## src/rtl/ask_frame_receiver.sv

```systemverilog
// ASK slicer and UART-like framer: idle low, high start bit, 8 data bits MSB first, low stop bit.
// Define ASK_RX_STATS_EN to add the frame_cnt/err_cnt statistics outputs.
module ask_frame_receiver #(
  parameter int          SPB       = 16,
  parameter logic [7:0]  THRESHOLD = 8'd128
) (
  input  logic        sys_clk,
  input  logic        reset,
  input  logic [7:0]  sample,
  input  logic        sample_valid,
  output logic [7:0]  code_word,
  output logic        code_valid,
  output logic        frame_err,
  output logic        busy
`ifdef ASK_RX_STATS_EN
  ,
  output logic [15:0] frame_cnt,
  output logic [15:0] err_cnt
`endif
);

  localparam int CW = $clog2(SPB + 1);
  localparam logic [CW-1:0] LAST = CW'(SPB - 1);
  localparam logic [CW-1:0] HALF = CW'(SPB / 2);

  typedef enum logic [1:0] {IDLE, START, DATA, STOP} state_t;

  state_t        state, state_n;
  logic [CW-1:0] samp_cnt, samp_n;
  logic [CW-1:0] ones_cnt, ones_n;
  logic [2:0]    bit_cnt, bit_n;
  logic [7:0]    shift_reg, shift_n;
  logic [7:0]    word_n;
  logic          valid_n, err_n;
  logic          hi, decide, bit_val;
  logic [CW-1:0] ones_tot;

  assign hi       = (sample >= THRESHOLD);
  assign ones_tot = ones_cnt + {{(CW-1){1'b0}}, hi};
  assign decide   = sample_valid && (state != IDLE) && (samp_cnt == LAST);
  // Strict majority; a tie slices to 0.
  assign bit_val  = (ones_tot > HALF);
  assign busy     = (state != IDLE);

  always_comb begin
    state_n = state;
    samp_n  = samp_cnt;
    ones_n  = ones_cnt;
    bit_n   = bit_cnt;
    shift_n = shift_reg;
    word_n  = code_word;
    valid_n = 1'b0;
    err_n   = 1'b0;
    if (sample_valid) begin
      if (state == IDLE) begin
        if (hi) begin
          state_n = START;
          samp_n  = CW'(1);
          ones_n  = CW'(1);
        end
      end else if (decide) begin
        samp_n = '0;
        ones_n = '0;
        case (state)
          START: begin
            if (bit_val) begin
              state_n = DATA;
              bit_n   = 3'd0;
            end else begin
              state_n = IDLE;
            end
          end
          DATA: begin
            shift_n = {shift_reg[6:0], bit_val};
            bit_n   = bit_cnt + 3'd1;
            if (bit_cnt == 3'd7) state_n = STOP;
          end
          STOP: begin
            if (bit_val) begin
              err_n = 1'b1;
            end else begin
              valid_n = 1'b1;
              word_n  = shift_reg;
            end
            state_n = IDLE;
          end
          default: state_n = IDLE;
        endcase
      end else begin
        samp_n = samp_cnt + CW'(1);
        ones_n = ones_tot;
      end
    end
  end

  always_ff @(posedge sys_clk or posedge reset) begin
    if (reset) begin
      state      <= IDLE;
      samp_cnt   <= '0;
      ones_cnt   <= '0;
      bit_cnt    <= '0;
      shift_reg  <= '0;
      code_word  <= '0;
      code_valid <= 1'b0;
      frame_err  <= 1'b0;
    end else begin
      state      <= state_n;
      samp_cnt   <= samp_n;
      ones_cnt   <= ones_n;
      bit_cnt    <= bit_n;
      shift_reg  <= shift_n;
      code_word  <= word_n;
      code_valid <= valid_n;
      frame_err  <= err_n;
    end
  end

`ifdef ASK_RX_STATS_EN
  // Counters move on the same edge that raises the pulse so they read updated alongside it.
  always_ff @(posedge sys_clk or posedge reset) begin
    if (reset) begin
      frame_cnt <= '0;
      err_cnt   <= '0;
    end else begin
      if (valid_n) frame_cnt <= frame_cnt + 16'd1;
      if (err_n)   err_cnt   <= err_cnt + 16'd1;
    end
  end
`endif

endmodule
```

## config.mk

```make
export PLATFORM = sky130hd
export DESIGN_NAME = ask_frame_receiver
export DESIGN_NICKNAME = d
export VERILOG_FILES = /design/src/rtl/ask_frame_receiver.sv
export SDC_FILE = /design/constraint.sdc
export NUM_CORES = 1
export LEC_CHECK = 0
export ABC_AREA = 1
export CORE_AREA = 5 5 74 69
export DETAILED_ROUTE_END_ITERATION = 10
export DIE_AREA = 0 0 79 74
export SYNTH_ARGS = -nofsm -noshare
export SYNTH_HDL_FRONTEND = slang
export SYNTH_SLANG_ARGS = --single-unit
```

## constraint.sdc

```tcl
create_clock -name sys_clk -period 3.4 [get_ports sys_clk]
set_input_delay 0.51 -clock sys_clk [delete_from_list [all_inputs] [get_ports sys_clk]]
set_output_delay 0.51 -clock sys_clk [all_outputs]
set_load 0.1 [all_outputs]
```

# [Word level (Yosys, flattened, before mapping)]
# Index checks and enable logic that the tools add are counted.
# Widths: inputs -> output; s select.
[classes] addsub=3 order_cmp=2 n_eq_ne=8 muxes=23 bitwise_logic=2 n_reduce_logical=11
[op_table] op="$mux 5" n=5
[op_table] op="$mux 1" n=10
[op_table] op="$mux 2" n=5
[op_table] op="$reduce_and 5->1" n=2
[op_table] op="$ge 8x8->1 const B" n=1
[op_table] op="$reduce_and 4->1" n=2
[op_table] op="$pmux 3 s2" n=1
[op_table] op="$reduce_bool 2->1" n=3
[op_table] op="$add 5x1->5" n=1
[op_table] op="$add 5x1->5 const B" n=1
[op_table] op="$eq 5x4->1 const B" n=1
[op_table] op="$gt 5x4->1 const B" n=1
[op_table] op="$eq 2x2->1 const B" n=2
[op_table] op="$ne 2x2->1 const B" n=2
[op_table] op="$pmux 2 s2" n=1
[op_table] op="$add 3x1->3 const B" n=1
[op_table] op="$eq 3x3->1 const B" n=1
[op_table] op="$mux 3" n=1
[op_table] op="$ne 3x3->1 const B" n=1
[op_table] op="$eq 2x1->1 const B" n=1
[op_table] op="$logic_and 1x1->1" n=2
[op_table] op="$logic_not 2->1" n=1
[op_table] op="$not 1->1" n=2
[op_table] op="$reduce_and 2->1" n=1
[totals] regBits=33 in_bits=11 out_inout_bits=11 word_cells=57

# [Logic depth before layout (Yosys ltp)]
[logic_depth] depth_word=8 depth_mapped=12 ltp_nobuf=11

# [Least setup slack after synthesis]
# No wires, ideal clock.
[synth_timing] kind="reg2reg" startpoint="register state[0]" endpoint="register code_word[5]" setup_time_ns=0.121 arrival_time_ns=1.968 required_ns=3.279 setup_slack_ns=1.311 path_stages_with_launch=12 n_path_buf=1 cell_sequence="dfrtp_1 > inv_1 > ha_1 > inv_2 > nand2_1 > nor2_8 > inv_4 > nor2_8 > nand2_2 > buf_6 > nand2_2 > o21ai_2"
[synth_via] elab_chain_len=4 word_cells_on_any_way=7 classes_between="1 x eq/ne; 1 x bitwise; 5 x reduce/logical"
[synth_rtl] element="from (decl)" line_no="28" rtl="state_t state, state_n;"
[synth_rtl] element="from (signal assigned)" line_no="107" rtl="state <= state_n;"
[synth_rtl] element="$reduce_bool 2->1"
[synth_rtl] element="via busy" line_no="14" rtl="output logic busy"
[synth_rtl] element="$logic_and 1x1->1 (2 in series)" line_no="40" rtl="assign decide = sample_valid && (state != IDLE) && (samp_cnt == LAST);"
[synth_rtl] element="$reduce_and 5->1 (no source line)"
[synth_rtl] element="to (signal assigned)" line_no="112" rtl="code_word <= word_n;"
[synth_rtl] element="to (decl)" line_no="11" rtl="output logic [7:0] code_word,"
# The timed path passes the listed nets, and every way through them passes these cells.
# A chain may end at the register's enable or synchronous reset.

# [Worst setup path in the final report]
[layout_timing] startpoint="register code_word[5]" endpoint="output port code_word[5]"
# No word-level cell between the ends.

==> metrics.yaml <==
setup_viol: 0
drt_iter0_drc: 43
antenna_found_initial: 0
rr_startpoint: "state[0]$_DFFE_PP0P_"
hp-start: "code_word[2]$_DFFE_PP0P_"
placementRows: 23
slew_headroom_pct: 34.83
via_per_inst: 4.771
required_ps: 2890
cts_setup_buffers: 0
drc_errors: 0
synth_seq_area_share_pct: 50.38
placed_cell_area_sq_um: 1827
power.total_mw: 1.265
cts_root_buf: "clkbuf_8"
crit_type: "reg2out"
finClkSkew_ps: 3.575
drtAntennaViolNets: 0
grt.total_usage_pct: 12.34
htreeDepth: 2
synth-simple-area-share_pct: 27.79
clock.fmax_mhz: 434.4
synth_nets: 208
tritoncts.num_buffers: 5
start_kind: "register"
netlist_instances: 188
synth_top_cell_by_area: "dfrtp_1"
syn_avg_cell_area_sq_um: 8.718
nNetsFinal: 227
status: "completed"
p_leak_nw: 1.031
final_util_pct: 44.53
synthXorXnorAreaFrac_pct: 1.069
cpLargestDelayFamily: "buffers and inverters"
die_h_um: 74
max_cap_violations: 0
synth_area_leaders: "dfrtp_1, nand2_1, ha_1"
worstPathMaxFanout: 2
area_growth_syn_to_layout_pct: 16.49
cts.reportedPaths.clkPinSlew_ps: 70
path_cells: "clkdlybuf4s50_1"
multi_input_area_sq_um: 700.7
fp.coreArea_sq_um: 4288
cts_sinks: 33
finalCritPeriodShare_pct: 67.71
slowest_delay_ps: 1140
ys_ff_latch: 33
ys_types: 25
ios: 22
crit_arrival_ps: 1790
routed_wl_mm: 2.997
fill_cells: 430
antenna_cells: 0
fin_area_sq_um: 1909
grt_pass1_vias: 1232
port-buffer-count: 14
cp-startpoint: "code_word[5]$_DFFE_PP0P_"
tritoncts: "built"
finalWeightedCongestion: 0.7703
regArea_sq_um: 825.8
die_w_um: 79
clock_path_buffers: 2
slew_violations: 0
dp_hpwl_mm: 2.125
period_minus_slack_ps: 2302
worstMarginPinSlew_ps: 974.5
synth_top_area_share_pct: 50.38
dieArea_sq_um: 5846
synth_area_sq_um: 1639
cts_resized: 0
hold_ws_ps: 472.6
synth_top_family_by_area: "simple AND/OR/NAND/NOR gates"
yosys_warnings: 0
min_path_type: "reg2reg"
dr_total_vias: 1231
grt_start_max_net_pins: 34
clk_latency_ps: 290
power_density_nw_per_um2: 662.5
crit_buf_inv: 1
crit_path_end_kind: "output port"
critPathSlowestCell: "clkdlybuf4s50_1"
fin_tns_setup_ps: 0
drive_above_1_share_pct: 12.98
rsz0062_at_grt: "no"
dr.pass1.iters: 4
avgRoutedWirePerCell_um: 11.62
grt_pass1_wl_mm: 5.499
ctsHoldBuffers: 0
ir_drop_mv: 0.2720
hold_viol_final: 0
synthMuxAreaShare_pct: 0
synthAdderAreaFrac_pct: 6.870
start_util_pct: 38.23
overflow: 0
synth_compound_area_share_pct: 7.023
-- final timing paths --
kind	to	slack, ps	cells after the start
min in group asynchronous	code_valid$_DFF_PP0_	610	3
setup / recovery	code_word[5]	1100	1
hold / removal	code_word[2]$_DFFE_PP0P_	470	2
setup reg to reg	code_word[1]$_DFFE_PP0P_	1520	10
max in group asynchronous	samp_cnt[1]$_DFFE_PP0P_	2480	3
hold reg to reg	code_word[2]$_DFFE_PP0P_	470	2
-- layout by cell type, fill, tap and decap left out --
cell type,netlist,routed
inv_1,18,18
clkdlybuf4s50_1,0,13
o21ai_1,5,5
o21ai_0,3,3
inv_2,5,5
nor2_8,2,2
nor2_2,1,1
clkbuf_1,1,1
ha_1,9,9
buf_4,0,2
a21oi_1,4,4
clkinv_2,0,2
nand2_1,54,54
inv_4,1,1
xor2_1,2,2
o22ai_1,2,2
dfrtp_1,33,33
nor3_1,2,2
or2_2,1,1
nor2_1,11,11
nand4_1,6,6
nand2_2,4,4
a22oi_1,1,1
nand3_1,16,16
and2_1,1,1
o21ai_2,4,4
clkbuf_8,0,5
-- cells in the mapped netlist, drive strengths merged --
cell type / instances
nand2: 58
dfrtp: 33
inv: 24
nand3: 16
nor2: 14
o21ai: 12
ha: 9
nand4: 6
a21oi: 4
buf: 2
nor3: 2
o22ai: 2
xor2: 2
a22oi: 1
and2: 1
clkbuf: 1
or2: 1
-- cell type report --
cell class | count | share of cell area [%]
flip-flops and latches | 33 | 43.25
multi-input cells | 128 | 36.70
repair buffers | 15 | 7.602
inverters | 24 | 4.849
clock buffers | 6 | 3.801
well taps | 50 | 3.277
clock inverters | 2 | 0.5242
-- metal layers --
| metal | part of all wire (%) | vias up | GRT usage, % |
|---|---|---|---|
| met5 | 0 | - | 0 |
| met1 | 49 | 567 | 16.28 |
| met2 | 44 | 13 | 17.76 |
| li1 | - | 641 | - |
| met3 | 2.9 | 10 | 2.906 |
| met4 | 3.5 | 0 | 9.160 |
-- power breakdown --
part | leakage (nW) | switching (mW) | internal [mW]
combinational | 0.559 | 0.320 | 0.141
sequential | 0.427 | 0.0559 | 0.465
clock | 0.0450 | 0.142 | 0.142
-- kinds of logic after synthesis --
logic type | Yosys count
simple gates | 98
flops | 33
buf+inv | 27
compound gates | 19
fa+ha+maj | 9
xor+xnor | 2
-- per-stage QoR --
| step | worst slack, ps | instances |
|---|---|---|
| after CTS | 1074 | 258 |
| after global placement | 889.9 | 250 |
| after detailed placement | 873.3 | 250 |
| final | 1098 | 258 |
| after floorplan | 1311 | 188 |
| after global routing | 1040 | 258 |
Power figures use the tool's default switching activity.
